`src/rtl/lc3b_mem_responder_if.sv`:
```
// LC-3b memory bus: CPU-side requests and responder-side completion signals.
interface lc3b_mem_responder_if;
   logic        mem_read;
   logic        mem_write;
   logic [1:0]  mem_byte_enable;
   logic [15:0] mem_address;
   logic [15:0] mem_wdata;
   logic [15:0] mem_rdata;
   logic        mem_resp;
   logic        proto_err;

   modport master (
      output mem_read, mem_write, mem_byte_enable, mem_address, mem_wdata,
      input  mem_rdata, mem_resp, proto_err
   );

   modport slave (
      input  mem_read, mem_write, mem_byte_enable, mem_address, mem_wdata,
      output mem_rdata, mem_resp, proto_err
   );
endinterface

```
`src/rtl/lc3b_mem_responder.sv`:
```
// Memory-side responder for the LC-3b memory bus: fixed-latency word
// read/write against an internal array, one transaction outstanding.
module lc3b_mem_responder #(
   parameter int ADDR_BITS = 8,
   parameter int LATENCY   = 3
) (
   input  logic                 clk,
   input  logic                 reset,
   lc3b_mem_responder_if.slave  bus
);

   localparam int CNT_BITS = (LATENCY > 1) ? $clog2(LATENCY) : 1;
   localparam int WORDS    = 2 ** ADDR_BITS;

   typedef enum logic [1:0] {IDLE, BUSY, RESP} state_t;

   state_t                state;
   state_t                next_state;
   logic [CNT_BITS-1:0]   cnt;
   logic [CNT_BITS-1:0]   next_cnt;

   // Request copies taken at acceptance; later bus changes are ignored.
   logic                  cap_write;
   logic [ADDR_BITS-1:0]  cap_idx;
   logic [15:0]           cap_wdata;
   logic [1:0]            cap_be;

   logic [15:0]           mem_array [WORDS];
   logic [15:0]           rdata;
   logic                  proto_err;

   logic                  req;
   logic                  accept;
   logic                  enter_resp;
   logic                  txn_write;
   logic [ADDR_BITS-1:0]  txn_idx;
   logic [15:0]           txn_wdata;
   logic [1:0]            txn_be;

   // Byte offset and high address bits alias onto the same word.
   logic                  unused_addr_bits;
   assign unused_addr_bits = ^{bus.mem_address[0], bus.mem_address[15:ADDR_BITS+1]};

   assign req    = bus.mem_read | bus.mem_write;
   assign accept = (state == IDLE) && req;

   // With LATENCY==1 RESP is entered straight from IDLE, so the live bus
   // values must be used; otherwise the captured copies are.
   assign txn_write = (state == IDLE) ? bus.mem_write                    : cap_write;
   assign txn_idx   = (state == IDLE) ? bus.mem_address[ADDR_BITS:1]     : cap_idx;
   assign txn_wdata = (state == IDLE) ? bus.mem_wdata                    : cap_wdata;
   assign txn_be    = (state == IDLE) ? bus.mem_byte_enable              : cap_be;

   assign enter_resp = !reset && (next_state == RESP) && (state != RESP);

   // State register and latency counter.
   always_ff @(posedge clk) begin
      if (reset) begin
         state <= IDLE;
         cnt   <= '0;
      end else begin
         state <= next_state;
         cnt   <= next_cnt;
      end
   end

   // Next-state and counter logic.
   always_comb begin
      // NOTE: hold-value defaults first so no path leaves a signal unassigned (no latch).
      next_state = state;
      next_cnt   = cnt;
      case (state)
         IDLE: begin
            if (req) begin
               next_cnt   = CNT_BITS'(LATENCY - 1);
               next_state = (LATENCY == 1) ? RESP : BUSY;
            end
         end
         BUSY: begin
            next_cnt = cnt - CNT_BITS'(1);
            if (cnt == CNT_BITS'(1)) next_state = RESP;
         end
         RESP:    next_state = IDLE;
         default: next_state = IDLE;
      endcase
   end

   // Capture the request at acceptance.
   always_ff @(posedge clk) begin
      if (accept) begin
         cap_write <= bus.mem_write;
         cap_idx   <= bus.mem_address[ADDR_BITS:1];
         cap_wdata <= bus.mem_wdata;
         cap_be    <= bus.mem_byte_enable;
      end
   end

   // Read data register and sticky protocol-error flag.
   always_ff @(posedge clk) begin
      if (reset) begin
         rdata     <= 16'h0000;
         proto_err <= 1'b0;
      end else begin
         if (accept && bus.mem_read && bus.mem_write) proto_err <= 1'b1;
         if ((state == BUSY) && !req)                  proto_err <= 1'b1;
         if (enter_resp && !txn_write)                 rdata     <= mem_array[txn_idx];
      end
   end

   // Byte-lane write into the word array on the edge entering RESP.
   always_ff @(posedge clk) begin
      // NOTE: the array has no reset branch; contents survive reset and map to plain RAM.
      if (enter_resp && txn_write) begin
         if (txn_be[0]) mem_array[txn_idx][7:0]  <= txn_wdata[7:0];
         if (txn_be[1]) mem_array[txn_idx][15:8] <= txn_wdata[15:8];
      end
   end

   assign bus.mem_rdata = rdata;
   assign bus.mem_resp  = (state == RESP);
   assign bus.proto_err = proto_err;

endmodule
```
`src/flat_wrapper.sv`:
```
// flat-port wrapper written by rule: the top's interface ports become plain ports
module lc3b_mem_responder_flat 
#(
   parameter int ADDR_BITS = 8,
   parameter int LATENCY   = 3
)
  (clk, reset, bus_mem_read, bus_mem_write, bus_mem_byte_enable, bus_mem_address, bus_mem_wdata, bus_mem_rdata, bus_mem_resp, bus_proto_err);
  lc3b_mem_responder_if bus_i ();
  input  logic clk;
  input  logic reset;
  input wire logic [$bits(bus_i.mem_read)-1:0] bus_mem_read;
  input wire logic [$bits(bus_i.mem_write)-1:0] bus_mem_write;
  input wire logic [$bits(bus_i.mem_byte_enable)-1:0] bus_mem_byte_enable;
  input wire logic [$bits(bus_i.mem_address)-1:0] bus_mem_address;
  input wire logic [$bits(bus_i.mem_wdata)-1:0] bus_mem_wdata;
  output wire logic [$bits(bus_i.mem_rdata)-1:0] bus_mem_rdata;
  output wire logic [$bits(bus_i.mem_resp)-1:0] bus_mem_resp;
  output wire logic [$bits(bus_i.proto_err)-1:0] bus_proto_err;
  assign bus_i.mem_read = bus_mem_read;
  assign bus_i.mem_write = bus_mem_write;
  assign bus_i.mem_byte_enable = bus_mem_byte_enable;
  assign bus_i.mem_address = bus_mem_address;
  assign bus_i.mem_wdata = bus_mem_wdata;
  assign bus_mem_rdata = bus_i.mem_rdata;
  assign bus_mem_resp = bus_i.mem_resp;
  assign bus_proto_err = bus_i.proto_err;
  lc3b_mem_responder #(.ADDR_BITS(ADDR_BITS), .LATENCY(LATENCY)) u_core (.clk(clk), .reset(reset), .bus(bus_i));
endmodule
```
`config.mk`:
```
export PLATFORM = sky130hd
export DESIGN_NAME = lc3b_mem_responder_flat
export DESIGN_NICKNAME = d
export VERILOG_FILES = /design/src/rtl/lc3b_mem_responder_if.sv /design/src/rtl/lc3b_mem_responder.sv /design/src/flat_wrapper.sv
export SDC_FILE = /design/constraint.sdc
export NUM_CORES = 2
export LEC_CHECK = 0
export CAP_MARGIN = 40
export CELL_PAD_IN_SITES_DETAIL_PLACEMENT = 2
export CELL_PAD_IN_SITES_GLOBAL_PLACEMENT = 2
export CORE_UTILIZATION = 30
export DETAILED_ROUTE_END_ITERATION = 8
export PLACE_DENSITY_LB_ADDON = 0.1
export SLEW_MARGIN = 25
export SYNTH_ARGS = -nofsm -noshare
export SYNTH_HDL_FRONTEND = slang
export SYNTH_SLANG_ARGS = --single-unit
```
`constraint.sdc`:
```
create_clock -name clk -period 6.32 [get_ports clk]
set_clock_uncertainty 0.15 [all_clocks]
set_input_delay 1.264 -clock clk [delete_from_list [all_inputs] [get_ports clk]]
set_output_delay 1.264 -clock clk [all_outputs]
set_load 0.02 [all_outputs]
```
==> results.md <==
Run status:
- The run finished with clean final reports.

Critical path:
- The highest net fanout along the worst path is 34.
- The kind of critical path is reg2reg.
- The kind of end point of the critical path is a register.
- Data on the critical path is required at its endpoint by 7060 ps.
- The sort of element at the start of the critical path is a register.
- Data on the critical path arrives at its endpoint at approximately 6000 ps.

Timing:
- The count of pins over their slew limit is 0.
- The post-route fraction of the period consumed by the critical path is about 84%.
- Measured against its own limit, the worst slew margin works out to a little under a third.
- Setup repair after global routing left no endpoint under its margin.
- The worst hold slack across all endpoints is roughly 310 ps.
- The worst path meets setup with ~1000 ps of slack.
- The final period demand of the worst path is roughly 5300 ps.
- The highest achievable clock rate is roughly 190 MHz.
- After routing, the total negative slack on setup checks comes to 0 ps.
- The number of setup violations in the final report is 0.
- The slew at the pin with the worst max-slew slack is between 1000 and 1500 ps.
- The number of failing hold endpoints at the final stage is 0.

Power and ir drop:
- The combinational share of power is under 10%.
- The clock group share of total power is 42.1%.
- The share of total power in sequential cells is about 49%.
- The worst vdd rail ir drop is roughly 0.00025 V.
- The leakage power is about 55 nW.
- Internal power comes to between 0.04 and 0.05 W.
- The analysis attributes to net switching a power of between 0.015 and 0.02 W.
- Net switching is ~25% of the power.
- The cell area power density is about 350 mW/mm².

Clock tree:
- Buffers added to address setup during post-CTS repair amount to 0.
- Clock tree synthesis inserted a total of between 400 and 500 buffers.
- For this design, the sink count on the clock tree is around 4100.
- After clock tree synthesis, the clock-pin slew on the worst setup and hold paths is ~60 ps.
- The H-tree was split into 5 levels.
- The clock tree root buffer cell is clkbuf_16.
- The post-cts repair resize count is 0.
- The CTS tree is built.
- The longest clock path from root to sink contains 4 buffers.
- Hold repair after CTS inserted 0 buffers.
- The insertion delay of the later-clocked pin in the worst-skew pair is between 1000 and 1500 ps.

Finish:
- In the layout the commonest cells are 4123 x edfxtp_1, 2055 x a22oi_1, 1047 x a21oi_1, 560 x buf_4, 541 x nor2_1.
- Measured on the finished design, the core utilization comes to 35.7%.
- The leading cell type in the layout, fill and taps excluded is edfxtp_1.
- The layout net count is 9584.
- Relative to the synthesized area, the layout overhead comes to 18.3%.
- The fraction of final layout cells with drive strength greater than 1 is approximately 15%.
- The final cell area excluding filler cells is between 0.15 and 0.2 mm².

Placement:
- The worst slack at placement is approximately 430 ps.
- The cell area after placement is between 0.15 and 0.2 mm².
- The final weighted congestion in routability-driven placement is roughly 0.76.
- The detailed placer's ending HPWL is 328000 µm.
- The number of I/O port buffers is 47.

Synthesis:
- A synthesized cell averages about 17 µm².
- The cell area after synthesis is between 0.15 and 0.2 mm².
- The synthesized-area fraction occupied by ao, oa, aoi and oai cells is between 10% and 20%.
- The dominant cell type by area after synthesis is edfxtp_1.
- The fraction of synthesized area in multiplexers is 0%.
- The fraction of post-synthesis cell area in the top cell type by area is ~80%.
- After synthesis, the cell types taking the most area are edfxtp_1 80%, a22oi_1 10%, a21oi_1 3.4%.
- Yosys printed 0 warnings.
- After synthesis the netlist holds a flip-flop and latch count of roughly 4100.
- The synthesized-area fraction occupied by adder cells is 0.00813%.
- Counting every net in the synthesized netlist gives around 9000.
- After synthesis, the largest family of logic cells by area is compound AO/OA/AOI/OAI gates.
- Summing the areas of all and, or, nand and nor instances in the mapped netlist gives 1.97% of the synthesized area.
- The number of different library cells used by synthesis comes to 47.
- Synthesis handed over a netlist of ~9000 instances.
- The synthesized netlist devotes 0% of its cell area to XOR and XNOR gates.
- The portion of the post-synthesis area used by sequential elements is about four fifths.

Job:
- Across the run, the number of max-cap violations was 0.

Drt:
- The violation count after the first detailed-route iteration is around 7000.
- The first-pass detailed-route iteration total is 5.
- In the final routed layout, each cell accounts on average for approximately 32 µm.
- The routed wire length is ~530000 µm.
- The post-route antenna net violation count is 0.
- For this run, design rule violations remaining after detail routing come to 0.
- After detailed routing, the number of vias per cell comes to approximately 5.3.
- The count of vias placed by the detailed router is between 80000 and 90000.

Die:
- The area of the die is around 0.52 mm².
- The die extent in y is between 700 and 800 µm.
- Measured along the x axis, the die boundary spans ~720 µm.
- After floorplanning, the core was divided into around 260 placement rows.
- The core region is 0.510 mm².
- For this configuration, the core starts out at a cell density of between 30% and 40%.
- For this design the top-level I/O count stands at 56.

Global route:
- The first global-routing pass estimated approximately 750000 µm of wire.
- The pin count of the biggest net entering global routing is 135.
- The via count of the first global-routing pass is roughly 95000.
- The sum of overflow across all layers after global routing is 0.
- The number of antenna violations at the first check in global routing is 42.
- Global routing used 20.1% of the available tracks across all layers.

Hold path:
- The type of the worst min-delay path is in2reg.
==> power by group through the flow <==
stage          Combinational [W]  Clock (W)  Sequential (W)
2_1_floorplan            0.00285          0          0.0319
3_3_place_gp             0.00591          0          0.0316
3_5_place_dp             0.00607          0          0.0316
4_1_cts                  0.00609     0.0275          0.0310
5_1_grt                  0.00634     0.0285          0.0310
6_report                 0.00593     0.0268          0.0310
==> per-layer routing <==
metal	global-route usage, %	up-vias	routed length [µm]
li1	-	38400	-
met1	28.5	48300	245000
met2	33.4	1810	257000
met3	2.29	552	21300
met4	3.84	4	10000
met5	0	-	21
==> flip-flops by register name (all words and copies together), names as in the netlist <==
| name | count |
|---|---|
| u_core.mem_array | 4096 |
| u_core.cnt | 2 |
| u_core.cap_write | 1 |
| u_core.cap_idx | 8 |
| u_core.state | 2 |
| u_core.cap_wdata | 16 |
| u_core.bus.proto_err | 1 |
| u_core.bus.mem_rdata | 16 |
| u_core.cap_be | 2 |
==> worst paths after layout <==
path	start	end	slack, ps	cells past startpoint
max	u_core.state[0]	u_core.bus.mem_rdata[2]	1030	13
min	reset	u_core.state[1]	310	2
max reg2reg	u_core.state[0]	u_core.bus.mem_rdata[2]	1030	13
min reg2reg	u_core.cnt[0]	u_core.cnt[0]	350	1
==> critical path, stage by stage (launching register included) <==
cell and delay, ps:
dfxtp_1 720, or2_1 520, buf_4 330, nor3_1 100
a31oi_4 310, buf_12 280, buf_4 380, a21oi_1 160
o41ai_1 910, buf_4 250, nand4_1 290, a22oi_1 280
buf_4 230, a311oi_1 110
==> cell usage after synthesis, drive strengths merged <==
cell	instances
a211oi	15
or3	2
a21oi	1047
o221ai	9
or4	1
nand2b	3
o21ai	6
buf	441
o31ai	3
nor4	18
a22oi	2055
o21a	2
nor2	543
inv	4
nand3	5
nand3b	7
o41ai	238
nor2b	1
nor3b	3
a2111oi	1
nand2	108
a41oi	16
dfxtp	21
a31oi	4
edfxtp	4123
or4b	2
nor3	4
o211ai	1
or2	1
ha	1
nand4	39
nor4bb	1
clkbuf	252
a311oi	7
a221oi	4
==> cell type report <==
cell class              instances  area (µm²)
diodes                          6        15.0
clock buffers                 569       12200
clock inverters               297        2820
fillers                     50100      328000
inverters                       4        15.0
multi-input cells            4147       26800
flip-flops and latches       4144      124000
well taps                    6732        8420
repair buffers                778        7540
==> kinds of logic (layout without fill, tap and decap cells) <==
logic type | Yosys count | count (layout)
AOI/OAI and AO/OA | 3408 | 3408
DFF | 4144 | 4144
buffers and inverters | 697 | 1648
and+or+nand+nor | 738 | 738
other | 0 | 6
adders and majority gates | 1 | 1
==> metrics by stage <==
step,power (W),instances
4_1_cts,0.0646,16600
5_1_grt,0.0658,16700
2_1_floorplan,0.0347,8988
3_3_place_gp,0.0375,15700
6_report,0.0637,16700
3_5_place_dp,0.0376,15700
Note: power is estimated with default switching activity, not from simulation.
